**src/rtl/id_hazard_ctrl_pkg.sv**
```systemverilog
// Shared definitions for the ID-stage hazard controller: forward-select
// encodings, register-index width and the layout of a shadow pipeline entry.
package id_hazard_ctrl_pkg;

    localparam int REG_W = 5;
    localparam int CNT_W = 16;

    localparam logic [1:0] FWD_NONE = 2'b00;
    localparam logic [1:0] FWD_WB   = 2'b01;
    localparam logic [1:0] FWD_MEM  = 2'b10;

    localparam logic [CNT_W-1:0] STALL_CNT_MAX = 16'hFFFF;
    localparam logic [REG_W-1:0] REG_ZERO      = 5'd0;

    // One shadow entry mirrors the hazard-relevant part of an in-flight
    // instruction. rd is already zeroed for instructions that do not write.
    typedef struct packed {
        logic             valid;
        logic [REG_W-1:0] rd;
        logic             load;
        logic [REG_W-1:0] rs1;
        logic [REG_W-1:0] rs2;
        logic             use1;
        logic             use2;
    } hz_entry_t;

    localparam int HZ_W = $bits(hz_entry_t);

    localparam hz_entry_t HZ_BUBBLE = '{
        valid: 1'b0,
        rd:    5'd0,
        load:  1'b0,
        rs1:   5'd0,
        rs2:   5'd0,
        use1:  1'b0,
        use2:  1'b0
    };

    // True when the producer entry writes the register a consumer reads.
    // x0 is hard-wired zero, so it never creates a dependency.
    function automatic logic rd_match(input hz_entry_t prod,
                                      input logic [REG_W-1:0] rs,
                                      input logic use_rs);
        return prod.valid & use_rs & (prod.rd != REG_ZERO) & (prod.rd == rs);
    endfunction

    // Pick the youngest producer: MEM result beats the older WB result.
    function automatic logic [1:0] fwd_select(input hz_entry_t mem_ent,
                                              input hz_entry_t wb_ent,
                                              input logic [REG_W-1:0] rs,
                                              input logic use_rs);
        logic [1:0] sel;
        if (rd_match(mem_ent, rs, use_rs)) begin
            sel = FWD_MEM;
        end else if (rd_match(wb_ent, rs, use_rs)) begin
            sel = FWD_WB;
        end else begin
            sel = FWD_NONE;
        end
        return sel;
    endfunction

endpackage

```
**src/rtl/hz_stage_reg.sv**
```systemverilog
// One shadow pipeline register (E, M or W). Holds while disabled; when
// enabled it either loads the upstream entry or becomes a bubble.
module hz_stage_reg
    import id_hazard_ctrl_pkg::*;
(
    input  logic            clk,
    input  logic            rst,
    input  logic            en,
    input  logic            clr,
    input  logic [HZ_W-1:0] d,
    output logic [HZ_W-1:0] q
);

    logic [HZ_W-1:0] entry_r;

    // Shadow entry: reset and clear both produce a bubble, disable holds.
    always_ff @(posedge clk) begin
        if (rst) begin
            entry_r <= HZ_BUBBLE;
        end else if (en) begin
            if (clr) begin
                entry_r <= HZ_BUBBLE;
            end else begin
                entry_r <= d;
            end
        end
    end

    assign q = entry_r;

endmodule

```
**src/rtl/id_hazard_ctrl.sv**
```systemverilog
// ID-stage hazard controller for a 5-stage in-order pipeline. Tracks the
// instructions in EX/MEM/WB with shadow entries, detects load-use hazards,
// drives stall/flush controls and the EX operand forward selects, and counts
// load-use stall cycles.
module id_hazard_ctrl
    import id_hazard_ctrl_pkg::*;
(
    input  logic        clk,
    input  logic        rst,
    input  logic        i_ValidD,
    input  logic [4:0]  i_Rs1D,
    input  logic [4:0]  i_Rs2D,
    input  logic [4:0]  i_RdD,
    input  logic        i_UseRs1D,
    input  logic        i_UseRs2D,
    input  logic        i_WrRdD,
    input  logic        i_LoadD,
    input  logic        i_RedirectE,
    input  logic        i_BusyE,
    output logic        o_StallF,
    output logic        o_StallD,
    output logic        o_FlushD,
    output logic        o_FlushE,
    output logic [1:0]  o_Fwd1SelE,
    output logic [1:0]  o_Fwd2SelE,
    output logic [15:0] o_StallCnt
);

    hz_entry_t        id_ent_s;
    hz_entry_t        e_ent_s;
    hz_entry_t        m_ent_s;
    hz_entry_t        w_ent_s;
    logic [HZ_W-1:0]  e_q_s;
    logic [HZ_W-1:0]  m_q_s;
    logic [HZ_W-1:0]  w_q_s;

    logic             redir_pend_r;
    logic [CNT_W-1:0] stall_cnt_r;

    logic             redirect_s;
    logic             load_use_s;
    logic             lu_stall_s;
    logic             stall_s;
    logic             flush_d_s;
    logic             flush_e_s;
    logic             shift_en_s;
    logic             e_clr_s;
    logic [1:0]       fwd1_s;
    logic [1:0]       fwd2_s;

    assign e_ent_s = e_q_s;
    assign m_ent_s = m_q_s;
    assign w_ent_s = w_q_s;

    // Build the entry that would be issued from ID; non-writers carry rd=0.
    always_comb begin
        id_ent_s       = HZ_BUBBLE;
        id_ent_s.valid = i_ValidD;
        id_ent_s.load  = i_LoadD;
        id_ent_s.rs1   = i_Rs1D;
        id_ent_s.rs2   = i_Rs2D;
        id_ent_s.use1  = i_UseRs1D;
        id_ent_s.use2  = i_UseRs2D;
        if (i_WrRdD) begin
            id_ent_s.rd = i_RdD;
        end else begin
            id_ent_s.rd = REG_ZERO;
        end
    end

    // A redirect seen while EX is busy is remembered until EX frees up.
    assign redirect_s = i_RedirectE | redir_pend_r;

    // Load in EX whose result the ID instruction needs next cycle.
    assign load_use_s = i_ValidD & e_ent_s.load &
                        (rd_match(e_ent_s, i_Rs1D, i_UseRs1D) |
                         rd_match(e_ent_s, i_Rs2D, i_UseRs2D));

    // Stall/flush priority: busy EX, then redirect, then load-use.
    always_comb begin
        stall_s    = 1'b0;
        flush_d_s  = 1'b0;
        flush_e_s  = 1'b0;
        lu_stall_s = 1'b0;
        if (i_BusyE) begin
            stall_s = 1'b1;
        end else if (redirect_s) begin
            flush_d_s = 1'b1;
            flush_e_s = 1'b1;
        end else if (load_use_s) begin
            stall_s    = 1'b1;
            flush_e_s  = 1'b1;
            lu_stall_s = 1'b1;
        end else begin
            stall_s = 1'b0;
        end
    end

    // Forward selects for the instruction currently in EX.
    always_comb begin
        fwd1_s = fwd_select(m_ent_s, w_ent_s, e_ent_s.rs1, e_ent_s.use1);
        fwd2_s = fwd_select(m_ent_s, w_ent_s, e_ent_s.rs2, e_ent_s.use2);
    end

    // The shadow pipe freezes with EX; EX gets a bubble on flush or empty ID.
    assign shift_en_s = ~i_BusyE;
    assign e_clr_s    = flush_e_s | ~i_ValidD;

    hz_stage_reg u_stage_e (
        .clk (clk),
        .rst (rst),
        .en  (shift_en_s),
        .clr (e_clr_s),
        .d   (id_ent_s),
        .q   (e_q_s)
    );

    hz_stage_reg u_stage_m (
        .clk (clk),
        .rst (rst),
        .en  (shift_en_s),
        .clr (1'b0),
        .d   (e_q_s),
        .q   (m_q_s)
    );

    hz_stage_reg u_stage_w (
        .clk (clk),
        .rst (rst),
        .en  (shift_en_s),
        .clr (1'b0),
        .d   (m_q_s),
        .q   (w_q_s)
    );

    // Remember a redirect raised during busy; drop it once it is honoured.
    always_ff @(posedge clk) begin
        if (rst) begin
            redir_pend_r <= 1'b0;
        end else if (i_BusyE) begin
            redir_pend_r <= redir_pend_r | i_RedirectE;
        end else begin
            redir_pend_r <= 1'b0;
        end
    end

    // Saturating count of cycles lost to load-use stalls.
    always_ff @(posedge clk) begin
        if (rst) begin
            stall_cnt_r <= 16'd0;
        end else if (lu_stall_s && (stall_cnt_r != STALL_CNT_MAX)) begin
            stall_cnt_r <= stall_cnt_r + 16'd1;
        end
    end

    assign o_StallF   = stall_s;
    assign o_StallD   = stall_s;
    assign o_FlushD   = flush_d_s;
    assign o_FlushE   = flush_e_s;
    assign o_Fwd1SelE = fwd1_s;
    assign o_Fwd2SelE = fwd2_s;
    assign o_StallCnt = stall_cnt_r;

endmodule
```
**config.mk**
```make
export PLATFORM = sky130hd
export DESIGN_NAME = id_hazard_ctrl
export DESIGN_NICKNAME = d
export VERILOG_FILES = /design/src/rtl/id_hazard_ctrl_pkg.sv /design/src/rtl/hz_stage_reg.sv /design/src/rtl/id_hazard_ctrl.sv
export SDC_FILE = /design/constraint.sdc
export NUM_CORES = 1
export LEC_CHECK = 0
export BUFFER_PORTS_ARGS = -buffer_cell sky130_fd_sc_hd__buf_2
export CAP_MARGIN = 40
export CORE_ASPECT_RATIO = 1.4
export CORE_MARGIN = 10
export CORE_UTILIZATION = 49
export DETAILED_ROUTE_END_ITERATION = 16
export PLACE_DENSITY = 0.82
export SYNTH_ARGS = -nofsm -noshare
export SYNTH_HDL_FRONTEND = slang
export SYNTH_SLANG_ARGS = --single-unit
```
**constraint.sdc**
```tcl
create_clock -name clk -period 1.95 [get_ports clk]
set_input_delay 0.39 -clock clk [delete_from_list [all_inputs] [get_ports clk]]
set_output_delay 0.39 -clock clk [all_outputs]
set_load 0.05 [all_outputs]
```
# [Yosys cells after proc, flatten, opt, wreduce, memory -nomap -nowiden]
# Cells that the tools add are included.
[totals] ff_bits=74 wordCells=57
[classes] add_sub_neg=1 n_eq_ne=7 n_mux=14 bitwise_logic=25 n_reduce_logical=5
[op_table] operator="$eq 5x5->1" count=6
[op_table] operator="$and 1x1->1" count=20
[op_table] operator="$mux 19" count=1
[op_table] operator="$add 16x1->16 const B" count=1
[op_table] operator="$ne 16x16->1 const B" count=1
[op_table] operator="$reduce_bool 5->1" count=3
[op_table] operator="$mux 1" count=10
[op_table] operator="$mux 5" count=1
[op_table] operator="$mux 2" count=2
[op_table] operator="$or 1x1->1" count=3
[op_table] operator="$not 1->1" count=2
[op_table] operator="$reduce_or 2->1" count=1
[op_table] operator="$logic_and 1x1->1" count=1

# [Logic depth before layout (Yosys ltp)]
# Gate-level depths: netlist of the first run.
[depth] ltp_word=10 ltp_mapped=7 depth_no_buf=6

# [Hierarchy]
# A second synthesis of the first run with hierarchy kept.
[unflattened] cells_unflattened=430 hier_area_um2=3875.0
[modules_own_cells] mod="hz_stage_reg" instances=3 cells_each=83 area_each_um2=807.0 seq_area_each_um2=380.4
[modules_own_cells] mod="id_hazard_ctrl" instances=1 cells_each=181 area_each_um2=1453.9 seq_area_each_um2=340.3

# [Worst setup path before layout of the first run]
# Ideal clock, no wire load.
[synth_timing] path_kind="reg2out" from="reg u_stage_m.entry_r[17], in the netlist u_stage_m.q[17]" to="out o_Fwd1SelE[0]" arrival_ns=2.470 required_ns=1.560 slack_ns=-0.910 path_stages_with_launch=5 path_cell_list="dfxtp_1 or4_1 o21ai_0 nor3_1 nor3_1"
[synth_via] elab_chain_len=4 word_cells_on_any_way=5 classes_between="eq/ne: 1; mux: 1; bitwise: 2; reduce/logical: 1"
[synth_rtl] element="start, declared" line_no="hz_stage_reg.sv:14" text="logic [HZ_W-1:0] entry_r;"
[synth_rtl] element="start signal, assigned" line_no="hz_stage_reg.sv:19" text="entry_r <= HZ_BUBBLE;"
[synth_rtl] element="start signal, assigned" line_no="hz_stage_reg.sv:22" text="entry_r <= HZ_BUBBLE;"
[synth_rtl] element="start signal, assigned" line_no="hz_stage_reg.sv:24" text="entry_r <= d;"
[synth_rtl] element="$reduce_bool 5->1" line_no="id_hazard_ctrl_pkg.sv:44" text="return prod.valid & use_rs & (prod.rd != REG_ZERO) & (prod.rd == rs);"
[synth_rtl] element="$and 1x1->1" line_no="id_hazard_ctrl_pkg.sv:44"
[synth_rtl] element="$and 1x1->1 (*)" line_no="id_hazard_ctrl_pkg.sv:44"
[synth_rtl] element="$mux 2 (*)" line_no="id_hazard_ctrl_pkg.sv:53" text="if (rd_match(mem_ent, rs, use_rs)) begin"
[synth_rtl] element="end, declared" line_no="id_hazard_ctrl.sv:24" text="output logic [1:0] o_Fwd1SelE,"
# Every way passes the cells marked *; elsewhere a longest branch is shown, timed or not.

# [Worst setup path in the final report of the first run]
[layout_timing] from="reg u_stage_e.entry_r[17], in the netlist u_stage_e.q[17]" to="out o_StallD"
[layout_via] elab_chain_len=8 word_cells_on_any_way=12 classes_between="eq/ne: 2; mux: 3; bitwise: 6; reduce/logical: 1"
[layout_rtl] element="start, declared" line_no="hz_stage_reg.sv:14"
[layout_rtl] element="start signal, assigned" line_no="hz_stage_reg.sv:19"
[layout_rtl] element="start signal, assigned" line_no="hz_stage_reg.sv:22"
[layout_rtl] element="start signal, assigned" line_no="hz_stage_reg.sv:24"
[layout_rtl] element="$reduce_bool 5->1" line_no="id_hazard_ctrl_pkg.sv:44"
[layout_rtl] element="$and 1x1->1 (2 in a row)" line_no="id_hazard_ctrl_pkg.sv:44"
[layout_rtl] element="$or 1x1->1 (*)" line_no="id_hazard_ctrl.sv:76" text="(rd_match(e_ent_s, i_Rs1D, i_UseRs1D) |"
[layout_rtl] element="$and 1x1->1 (*)" line_no="id_hazard_ctrl.sv:75" text="assign load_use_s = i_ValidD & e_ent_s.load &"
[layout_rtl] element="$mux 1 (*)" line_no="id_hazard_ctrl.sv:90" text="end else if (load_use_s) begin"
[layout_rtl] element="$mux 1 (*)" line_no="id_hazard_ctrl.sv:87" text="end else if (redirect_s) begin"
[layout_rtl] element="$mux 1 (*)" line_no="id_hazard_ctrl.sv:85" text="if (i_BusyE) begin"
[layout_rtl] element="end, declared" line_no="id_hazard_ctrl.sv:21" text="output logic o_StallD,"
# Marked as above.

==> metrics, run 1 <==
die area=8090 µm²; top post-synthesis cells by area=dfxtp_1 (40%), xnor2_1 (8.1%), mux2i_1 (5.5%), a22o_1 (4.8%), or4_1 (4.7%); crit path from=u_stage_e.q[17]; Compound-Gate Fraction of Synth Area=0.170; crit path DAT=1830 ps; Syn-to-layout area delta=43.9%; num ports=48; Die W=78.9 µm; Clock power frac=0.343; internal power=between 1000 and 1500 µW; Initial Util=0.500; ys flop type=dfxtp_1; count leader, synth=dfxtp_1; post-route ant nets=0; MaxCap Viol Count=0; pre-CTS WS=-101 ps; Num Clock Sinks=48; Port-buffer cells=47; pwr dens=around 540 nW/µm²; status=finished, violations left; yosys warns=0; Hold Vio Cnt, Final=0; Pins Over Slew Limit=0; Max VDD drop=0.505 mV; count of different cell masters after synthesis=45; drt total wl=approximately 7.4 mm; DRT iter0 DRCs=120; number of antenna violations at the first check in global routing=0; RePlAce Congestion=a little under 0.9; Pre-antenna DRT Iters=4; Remaining DRCs=0; Site Rows=30; core area=4770 µm²; failing checks=setup timing; Skew-Pair Late Insertion Delay=300 ps; gr usage total=0.170; Net Count, Synth=275; Final Critical Period=between 2000 and 2500 ps; Net Sw Frac=0.237; antenna cell count=0; Post-synth EDFFs=0; Commonest cells post-synth=dfxtp_1 (48), xnor2_1 (22), nor2_1 (16); Final Skew=between 9 and 10 ps; hold_sp=i_LoadD; worst-margin pin slew=355 ps; sequential share of the synthesized area=0.403; worst-case clock buffer depth=2; unrepaired setup endpoints after global routing=true; Filler Cells Inserted=approximately 340; H-tree levels=2; Worst Path Required=1560 ps; cts bufs inserted=5; Sequential Power Share=0.546; first-pass GRT wire length=11.1 mm; pin count of the biggest net entering global routing=32; Crit. End Element=output port; Async SR Flop Fraction=0; kind of critical path=reg -> out; crit path launch type=flip-flop; Mapped Area=roughly 2400 µm²; post-synthesis mux area share=0.0640; largest family of logic cells by synthesized area=simple AND/OR/NAND/NOR gates; register bit count reported by yosys=48; min-delay worst type=in -> reg; Mapped Cells=250; Final Cycle Share=1.14; Reg2Reg Capture Point=o_StallCnt[13]; Synth Area in XOR/XNOR=0.110; Final HPWL DP=5.08 mm; root buf cell=clkbuf_8; WL/cell=18.6 µm; post-synth top area share=0.403; flop-to-flop setup slack=-30 ps; Syn Area/Cell=approximately 9.5 µm²; Synth Area in Adders=0.00525; Post-Synth Simple-Gate Area=0.216; global route overflow=0; Crit Path Max Fanout=5; P_leak=~0.0014 µW; worst hold slack=311 ps; Worst Reg-to-Reg Cells=7; worst reg2reg startpoint=u_stage_e.q[17]; Comb power frac=0.111; f_max=~0.45 GHz; ratio of cells with drive above 1 in the final layout=0.474; Max-slew headroom=0.763; fin util=0.719; CTS clk-pin slew, worst paths=80 ps; vias in the first global route=2,280; CTS tree=built; Switch Pwr=436 µW; die height=103 µm; Yosys top cell by area=dfxtp_1; Vias=between 2,000 and 2,500; vias per cell=a little under 6; Nets=358; Critical Path Sink=o_StallD; Final Power=1840 µW; Final WS setup=-273 ps; final setup fails=17
[how the worst min path moves through the flow]
stage                 endpoint  slack, ps  cells after the start
3_5_place_dp     o_StallCnt[6]        480                      2
2_1_floorplan  u_stage_w.q[18]        460                      2
5_1_grt        u_stage_e.q[13]        330                      2
3_3_place_gp    o_StallCnt[11]        470                      2
4_1_cts        u_stage_e.q[12]        310                      2
6_report       u_stage_e.q[12]        310                      2
[critical path, cell delays in order, from the launching register on]
cell and delay, ps:
dfxtp_4 380, or4_4 510, o211ai_2 180, inv_2 70, a31o_4 240, buf_8 150
[power groups by stage]
stage | Sequential (µW) | Clock (µW) | Combinational (µW)
final | 1000 | 631 | 204
after global placement | 1030 | 0 | 179
after detailed placement | 1030 | 0 | 182
after floorplan | 1020 | 0 | 106
after CTS | 1000 | 651 | 191
after global routing | 1010 | 689 | 216
[stage by stage]
step | TNS, ps | area [µm²] | std cells
final | -1510 | 3430 | 397
after global routing | -2530 | 3430 | 397
after CTS | -1290 | 3220 | 395
after detailed placement | -530 | 3040 | 386
after global placement | -227 | 3040 | 386
after floorplan | -309 | 2490 | 250
[routing by layer]
metal	track usage	part of all wire	up-vias	wire, µm
li1	-	-	1115	-
met1	0.175	0.36	1124	2660
met2	0.302	0.54	77	4020
met3	0.0489	0.059	17	436
met4	0.0954	0.036	0	263
met5	0	0	-	0
[cells by family after synthesis]
group,after synthesis
adder cells (fa/ha/maj),1
AND/OR/NAND/NOR,88
multiplexers,15
AO/OA/AOI/OAI,53
buffers and inverters,15
flip-flops,48
XOR/XNOR,30
[registers in the layout, indices dropped and copies added, names as in the netlist]
name,cells
redir_pend_r,1
u_stage_w.q,6
u_stage_e.q,19
u_stage_m.q,6
o_StallCnt,16
[layout by cell type (no fill, tap or decap), drive strengths merged, types with 3 or more instances in the layout]
cell    instances
nor2           16
o31ai          10
or4            15
nand2          10
mux2i          13
buf            87
o21ai           4
xnor2          22
a21oi          13
xor2            8
a22o           13
clkbuf          9
nor4            4
nor2b           5
dfxtp          48
and4            3
nand4          11
nor3            7
a32o            5
nand3           6
[layout make-up]
| type | instances | area, µm² | share of cell area |
|---|---|---|---|
| Multi-Input combinational cell | 187 | 1580 | 0.459 |
| Sequential cell | 48 | 993 | 0.290 |
| Timing Repair Buffer | 89 | 677 | 0.197 |
| Clock buffer | 7 | 96.3 | 0.0281 |
| Tap cell | 64 | 80.1 | 0.0233 |
| Inverter | 2 | 7.51 | 0.00219 |
[timing repair]
item / 4_1_cts / 5_1_grt
hold buffers: 0 / 0
buffers inserted: 2 / 2
resized for setup: 24 / 33
gates cloned: 0 / 2
endpoints found under the setup margin: 13 / 22
pin swaps: 10 / 18
(Power assumes the default switching activity.)
==> run 2: changes to the inputs <==
Settings changed: CORE_UTILIZATION 49 to 51, CTS_BUF_LIST from default to sky130_fd_sc_hd__clkbuf_8, PLACE_DENSITY 0.82 to 0.85.
==> run 2 against run 1 <==
Against the previous run:
- largest cell class unchanged
- final cell count shrank 3.3%
- die area shrank 3.1%
- flip-flop and latch count is the same
- utilization grew 1.2 points
- total power shrank 4.0%
- the flow still finishes with violations (setup timing)
- clock power shrank 9.8%
- clock-buffer cell count shrank 2
- hold slack lost 15 ps
- clock skew grew 2.6 ps
==> metrics, run 2 (same netlist as run 1, synthesis figures left out) <==
status=finished, violations left; failing checks=setup timing; Pre-antenna DRT Iters=4; Final Critical Period=2260 ps; gr usage total=0.174; kind of critical path=reg -> out; Die W=77.8 µm; worst reg2reg startpoint=u_stage_e.q[17]; H-tree levels=2; Num Clock Sinks=48; Vias=2,373; commonest non-fill, non-tap cell in the layout=buf_2; die area=7850 µm²; Final Cycle Share=1.16; Crit. End Element=output port; Filler Cells Inserted=317; RePlAce Congestion=0.893; met3 WL post-DR=468 µm; max reg flops=19; Max-slew headroom=0.781; root buf cell=clkbuf_8; area of the multi-input gates=approximately 1600 µm²; Hold Vio Cnt, Final=0; Nets=347; crit path DAT=1870 ps; worst-case clock buffer depth=2; Final WS setup=-313 ps; Most Frequent Cell on Critical Path=buf_4; Crit Path Max Fanout=4; vias in the first global route=2,412; first-pass GRT wire length=11.3 mm; min-delay worst type=in -> reg; pin count of the biggest net entering global routing=28; vias per cell=6.18; Syn-to-layout area delta=39.2%; crit path launch type=flip-flop; final setup fails=39; Initial Util=0.526; Final Power=1770 µW; DRT iter0 DRCs=225; f_max=approximately 0.44 GHz; P_leak=0.00133 µW; crit path from=u_stage_e.q[17]; MaxCap Viol Count=0; WL/cell=approximately 20 µm; post-route ant nets=0; M1 WL=2.90 mm; crit path buf inv count=3; Worst Path Required=1560 ps; most frequent cells in the layout=buf_2 (40), dfxtp_1 (26), buf_4 (24); num ports=48; Max VDD drop=0.513 mV; CTS tree=built; cts bufs inserted=5; Final Skew=approximately 12 ps; hold_sp=i_LoadD; Remaining DRCs=0; CTS clk-pin slew, worst paths=around 90 ps; Skew-Pair Late Insertion Delay=310 ps; antenna cell count=0; total negative slack=-4630 ps; worst-margin pin slew=328 ps; core area=4540 µm²; Pins Over Slew Limit=0; Routed met2 length=4.20 mm; global route overflow=0; register area=991 µm²; Port-buffer cells=47; unrepaired setup endpoints after global routing=true; pwr dens=532 nW/µm²; Site Rows=29; crit-path cells=buf_4 > xnor2_1 > nand4_1 > o22ai_2 > buf_4 > a31o_4 > buf_8; number of antenna violations at the first check in global routing=0; Slowest-stage cell, CP=dfxtp_2; Final HPWL DP=5.09 mm; drt total wl=7.85 mm; CP delay by family, top=buffers and inverters; ratio of cells with drive above 1 in the final layout=0.435; die height=101 µm; Slowest Stage Delay on Critical Path=around 330 ps; Top Layer Used=met4
[run 2: changes by cell type in the layout (fill, tap and decap cells not counted), moves of 3 or more]
cell / before / now
or4_4: 6 / 3
or4_1: 9 / 12
buf_4: 34 / 24
xnor2_2: 9 / 6
xnor2_1: 13 / 16
[run 2: area by class of cell]
cell class,instances,share of cell area
multi-input cells,187,0.474
repair buffers,78,0.178
inverters,2,0.00226
clock inverters,2,0.00264
clock buffers,5,0.0207
flip-flops and latches,48,0.299
well taps,62,0.0234
[run 2: report_power, final]
part | total (µW) | switching, µW | internal (µW)
registers | 1000 | 15.5 | 989
logic | 192 | 106 | 86.5
clock network | 569 | 330 | 239
total | 1770 | 451 | 1310
[run 2: repair_timing]
action | 4_1_cts | 5_1_grt
pin swaps | 6 | 16
gates cloned | 0 | 2
hold buffers | 0 | 0
gates resized for setup | 23 | 31
buffers inserted | 1 | 2
setup endpoints to repair | 18 | 40
[run 2: worst paths after layout]
| path | to | cells after the start | slack (ps) |
|---|---|---|---|
| worst max-delay path | o_StallD | 7 | -310 |
| worst min-delay path | u_stage_e.q[12] | 2 | 300 |
| worst max register to register | o_StallCnt[8] | 7 | -170 |
| worst min register to register | o_StallCnt[6] | 2 | 500 |
[run 2: per-stage QoR]
stage	worst slack (ps)	cells	cell area (µm²)	hold WS, ps	util
after global routing	-343	384	3320	311	0.732
after floorplan	-118	250	2490	457	-
after detailed placement	-96.3	372	2950	482	0.650
final	-313	384	3320	296	0.732
after CTS	-254	380	3100	305	0.684
after global placement	-54.3	372	2950	470	0.650
[run 2: per-layer routing]
layer / vias up / global-route usage
li1: 1088 / -
met1: 1145 / 0.177
met2: 112 / 0.317
met3: 28 / 0.0500
met4: 0 / 0.0873
met5: - / 0
